`config.mk`:
```
export PLATFORM = sky130hd
export DESIGN_NAME = hazard_unit
export DESIGN_NICKNAME = d
export VERILOG_FILES = /design/src/rtl/hazard_unit.sv
export SDC_FILE = /design/constraint.sdc
export NUM_CORES = 1
export LEC_CHECK = 0
export ABC_AREA = 1
export CAP_MARGIN = 0
export CELL_PAD_IN_SITES_DETAIL_PLACEMENT = 0
export CELL_PAD_IN_SITES_GLOBAL_PLACEMENT = 1
export CORE_MARGIN = 2
export CORE_UTILIZATION = 23
export CTS_CLUSTER_DIAMETER = 80
export CTS_CLUSTER_SIZE = 14
export DETAILED_ROUTE_END_ITERATION = 7
export GPL_TIMING_DRIVEN = 0
export PLACE_DENSITY_LB_ADDON = 0.1
export SYNTH_ARGS = -nofsm -noshare
export SYNTH_HDL_FRONTEND = slang
export SYNTH_SLANG_ARGS = --single-unit
```
`constraint.sdc`:
```
create_clock -name clock -period 5.15 [get_ports clock]
set_input_delay 1.03 -clock clock [delete_from_list [all_inputs] [get_ports clock]]
set_output_delay 1.03 -clock clock [all_outputs]
set_load 0.01 [all_outputs]
```
`src/rtl/hazard_unit.sv`:
```
// Pipeline hazard controller: memory freeze, branch flush, load-use bubble, memory timeout fault.
// Event counters are built only when HAZARD_STATS_EN is defined; otherwise the ports read 0.
module hazard_unit #(
  parameter logic [7:0] MEM_TIMEOUT = 8'd255
) (
  input  logic        clock,
  input  logic        reset,
  input  logic [4:0]  addr1DEC,
  input  logic [4:0]  addr2DEC,
  input  logic        use1DEC,
  input  logic        use2DEC,
  input  logic [4:0]  rdEXE,
  input  logic        WregEXE,
  input  logic        memReadEXE,
  input  logic        branchTakenEXE,
  input  logic        memReqMEM,
  input  logic        memAckMEM,
  output logic        stallPC,
  output logic        stallDEC,
  output logic        stallEXE,
  output logic        stallMEM,
  output logic        bubbleEXE,
  output logic        flushDEC,
  output logic        memError,
  output logic [31:0] stallCycles,
  output logic [31:0] loadUseCount,
  output logic [31:0] flushCount
);

  typedef enum logic [1:0] {StRun, StMemWait, StError} state_e;

  state_e     state_q, state_d;
  logic [7:0] wait_cnt_q, wait_cnt_d;
  logic       freeze;
  logic       load_use;
  logic       lu_apply;
  logic       flush_apply;
  logic       timeout_hit;

  assign freeze   = memReqMEM && !memAckMEM;
  assign load_use = memReadEXE && WregEXE && (rdEXE != 5'd0) &&
                    ((use1DEC && (addr1DEC == rdEXE)) || (use2DEC && (addr2DEC == rdEXE)));
  // Compared in 9 bits so the counter can never wrap before ERROR is taken.
  assign timeout_hit = (9'(wait_cnt_q) + 9'd1) >= 9'(MEM_TIMEOUT);

  always_comb begin
    stallPC     = 1'b0;
    stallDEC    = 1'b0;
    stallEXE    = 1'b0;
    stallMEM    = 1'b0;
    bubbleEXE   = 1'b0;
    flushDEC    = 1'b0;
    memError    = 1'b0;
    lu_apply    = 1'b0;
    flush_apply = 1'b0;
    if (state_q == StError) begin
      stallPC  = 1'b1;
      stallDEC = 1'b1;
      stallEXE = 1'b1;
      stallMEM = 1'b1;
      memError = 1'b1;
    end else if (freeze) begin
      stallPC  = 1'b1;
      stallDEC = 1'b1;
      stallEXE = 1'b1;
      stallMEM = 1'b1;
    end else if (branchTakenEXE) begin
      flushDEC    = 1'b1;
      bubbleEXE   = 1'b1;
      flush_apply = 1'b1;
    end else if (load_use) begin
      stallPC   = 1'b1;
      stallDEC  = 1'b1;
      bubbleEXE = 1'b1;
      lu_apply  = 1'b1;
    end
  end

  always_comb begin
    state_d    = state_q;
    wait_cnt_d = wait_cnt_q;
    case (state_q)
      StRun: begin
        if (freeze) begin
          state_d    = StMemWait;
          wait_cnt_d = 8'd0;
        end
      end
      StMemWait: begin
        if (!freeze) begin
          state_d = StRun;
        end else if (timeout_hit) begin
          state_d = StError;
        end else begin
          wait_cnt_d = wait_cnt_q + 8'd1;
        end
      end
      StError: state_d = StError;
      default: state_d = StRun;
    endcase
  end

  always_ff @(posedge clock) begin
    if (reset) begin
      state_q    <= StRun;
      wait_cnt_q <= 8'd0;
    end else begin
      state_q    <= state_d;
      wait_cnt_q <= wait_cnt_d;
    end
  end

`ifdef HAZARD_STATS_EN
  logic [31:0] stall_cycles_q, load_use_cnt_q, flush_cnt_q;

  always_ff @(posedge clock) begin
    if (reset) begin
      stall_cycles_q <= 32'd0;
      load_use_cnt_q <= 32'd0;
      flush_cnt_q    <= 32'd0;
    end else begin
      if (stallPC)     stall_cycles_q <= stall_cycles_q + 32'd1;
      if (lu_apply)    load_use_cnt_q <= load_use_cnt_q + 32'd1;
      if (flush_apply) flush_cnt_q    <= flush_cnt_q + 32'd1;
    end
  end

  assign stallCycles  = stall_cycles_q;
  assign loadUseCount = load_use_cnt_q;
  assign flushCount   = flush_cnt_q;
`else
  logic unused_stats;
  assign unused_stats = lu_apply ^ flush_apply;
  assign stallCycles  = 32'd0;
  assign loadUseCount = 32'd0;
  assign flushCount   = 32'd0;
`endif

endmodule

```
==> results_dict.tcl <==
set metrics [dict create \
    p_int_uw 214 \
    p_leak_uw 0.00139 \
    routed_wl_um 3500 \
    rsz0062_at_grt "false" \
    pwr-share-comb_pct 47.0 \
    avgViaCountPerCell 3.21 \
    yosys-top-cells-area "buf_4, dfxtp_1, nand2_1" \
    period_share_pct 77.9 \
    layout_min_cycle_time_ns 4.01 \
    critPathCaptureType "output pin" \
    clock-sinks 10 \
    run_status "finished clean" \
    crit_arrival_ns 2.98 \
    vias 1431 \
    async_flop_share_pct 0 \
    setup_viol 0 \
    holdBufCountCts 0 \
    cts-root-buf "clkbuf_8" \
    critPathLaunchType "input pin" \
    cp_slowest_cell "clkdlybuf4s50_1" \
    required_ns 4.12 \
    hp-class "flip-flop to flip-flop" \
    io_pins 127 \
    worstReg2RegEnd "wait_cnt_q[4]" \
    netlist_area_sq_um 1570 \
    initial_utilization_pct 23.4 \
    critPathTopFamily "buffers and inverters" \
    fin_tns_setup_ns 0 \
    cts_resized 0 \
    ys_warn_count 0 \
    tightest_slew_ns 0.679 \
    synth.largest_area_cell "buf_4" \
    port_buffers 30 \
    yosysMostFrequentCell "buf_4" \
    synth_seq_cells 10 \
    endpoint "stallPC" \
    grt_pass1_wl_um 5110 \
    vdd_drop_max_v 0.0000708 \
    rows 30 \
    dp_hpwl_um 3070 \
    nets 394 \
    dieArea_sq_um 7520 \
    cts_max_path_buffers 2 \
    wl_per_cell_um 7.85 \
    path_cells "clkdlybuf4s50_1 > o21ai_0 > a221oi_1 > nand3_1 > nand2_1 > nand2_1 > o21bai_1 > buf_4 > clkdlybuf4s50_1" \
    syn_inst 238 \
    ant_nets 0 \
    synth_commonest_cells "buf_4, nand2_1, nand3_1, nor2_1, inv_1" \
    fmax_mhz 249 \
    slew_headroom_pct 54.6 \
    yosysTopAreaCellShare_pct 46.7 \
    worstSetupStartpoint "rdEXE[3]" \
    seq_area_sq_um 200 \
    cts_max_level 1 \
    switchingPower_uw 102 \
    seqPwrFrac_pct 27.4 \
    path_buf_inv 3 \
    grt_util_all_layers_pct 8.43 \
    reg2reg_depth 11 \
    synth_edf_count 0 \
    first_pass_iters 4 \
    p_sw_share_pct 32.2 \
    cp.depth 9 \
    post_cts_buffers 0 \
    gr-total-overflow 0 \
    multi_input_area_sq_um 908 \
    path_class "input pin to output pin" \
    maxSlewViolCount 0 \
    maxCapViolCount 0 \
    hold_path_depth 2 \
    fin_util_pct 35.3 \
    cts-buffers-inserted 3 \
    timing.rr.start "wait_cnt_q[0]" \
    n_antenna_cell 0 \
    cts_tree "yes" \
    fillCellCount 751 \
    p_per_area_nw_per_um2 133 \
    drt_iter0_drc 21 \
    clk_pin_slew_worst_paths_ns 0.05 \
    skew_ns 0.00145 \
    drc 0 \
    clkPwrFrac_pct 25.6 \
    cp_max_fo 4 \
    yosysSeqAreaShare_pct 12.7 \
    antenna_found_initial 0 \
    rrSetupSlack_ns 3.24 \
    drive_gt1_share_pct 29.5 \
    syn_to_final_growth_pct 50.7 \
    grt_pass1_vias 1097 \
    hold_violations 0 \
    cpPeakStageDelay_ns 0.52 \
    die_y_um 86.7 \
    syn-mean-instance-area_sq_um 6.61 \
    grt_max_degree 11 \
    worstSkewPairLatency_ns 0.23 \
    synth.distinct_cells 25 \
    fp.coreArea_sq_um 6720 \
    dieWidth_um 86.7 \
    ys.flop_type "dfxtp_1" \
    gp_congestion 0.783 \
]
-- placed cells by master (no fill, tap or decap), types with 2 or more instances in the layout --
cell,instances
a21oi_1,11
buf_4,98
clkbuf_8,3
clkdlybuf4s50_1,30
conb_1,96
dfxtp_1,10
ha_1,2
inv_1,18
nand2_1,31
nand2_2,2
nand3_1,22
nor2_1,22
o21ai_0,2
o21bai_1,3
xnor2_1,2
xor2_1,3
-- tightest hold or removal path: stages, from the launching register on --
cell and delay [ns]:
dfxtp_1 0.34, a21oi_1 0.05, nor2_1 0.08
-- routing by layer --
metal  wire length [um]  track usage (%)  part of all wire [%]
met4                  0             2.13                     0
met3                281             1.43                   8.0
met1               1530             9.49                    44
met5                  0                0                     0
met2               1690             16.2                    48
-- power by group through the flow --
stage / combinational, uW / sequential (uW) / clock, uW
2_1_floorplan: 115 / 86.7 / 0
3_3_place_gp: 146 / 87.9 / 0
3_5_place_dp: 145 / 88.0 / 0
4_1_cts: 145 / 86.3 / 83.9
5_1_grt: 163 / 87.0 / 88.1
6_report: 148 / 86.4 / 80.7
-- final cells by class --
class / instances / share of cell area [%]
Buffer: 100 / 31.8
Clock buffer: 3 / 1.74
Inverter: 18 / 2.85
Multi-Input combinational cell: 205 / 38.3
Sequential cell: 10 / 8.44
Tap cell: 80 / 4.22
Timing Repair Buffer: 30 / 12.7
-- worst min path at each step --
| stage | slack (ns) | start | endpoint |
|---|---|---|---|
| finish | 0.51 | wait_cnt_q[7] | wait_cnt_q[7] |
| global route | 0.53 | wait_cnt_q[7] | wait_cnt_q[7] |
| CTS | 0.51 | wait_cnt_q[7] | wait_cnt_q[7] |
| detailed placement | 0.50 | wait_cnt_q[7] | wait_cnt_q[7] |
| floorplan | 0.47 | wait_cnt_q[6] | wait_cnt_q[6] |
| global placement | 0.50 | wait_cnt_q[7] | wait_cnt_q[7] |
-- kinds of logic (layout without fill, tap and decap cells) --
family | count (synthesis) | after routing | synth area share, %
adders and majority gates | 2 | 2 | 1.59
DFF | 10 | 10 | 12.7
buffers and inverters | 118 | 151 | 52.2
xor gates and xnor gates | 5 | 5 | 2.78
AOI/OAI and AO/OA | 20 | 20 | 7.55
other | 1 | 96 | 0.238
and+or+nand+nor | 82 | 82 | 22.9
-- registers in the layout (all words and copies together), names as in the netlist --
signal and flops:
wait_cnt_q 8, state_q 2
-- through the flow --
| stage | instances | power [uW] | hold WS [ns] | cell area, sq um | setup slack, ns |
|---|---|---|---|---|---|
| 3_5_place_dp | 443 | 233 | 0.498 | 2330 | 1.12 |
| 6_report | 446 | 316 | 0.505 | 2370 | 1.14 |
| 3_3_place_gp | 443 | 234 | 0.496 | 2330 | 1.11 |
| 4_1_cts | 446 | 316 | 0.511 | 2370 | 1.12 |
| 5_1_grt | 446 | 338 | 0.529 | 2370 | 0.975 |
| 2_1_floorplan | 333 | 201 | 0.474 | 1930 | 2.12 |
(Power assumes the default switching activity.)
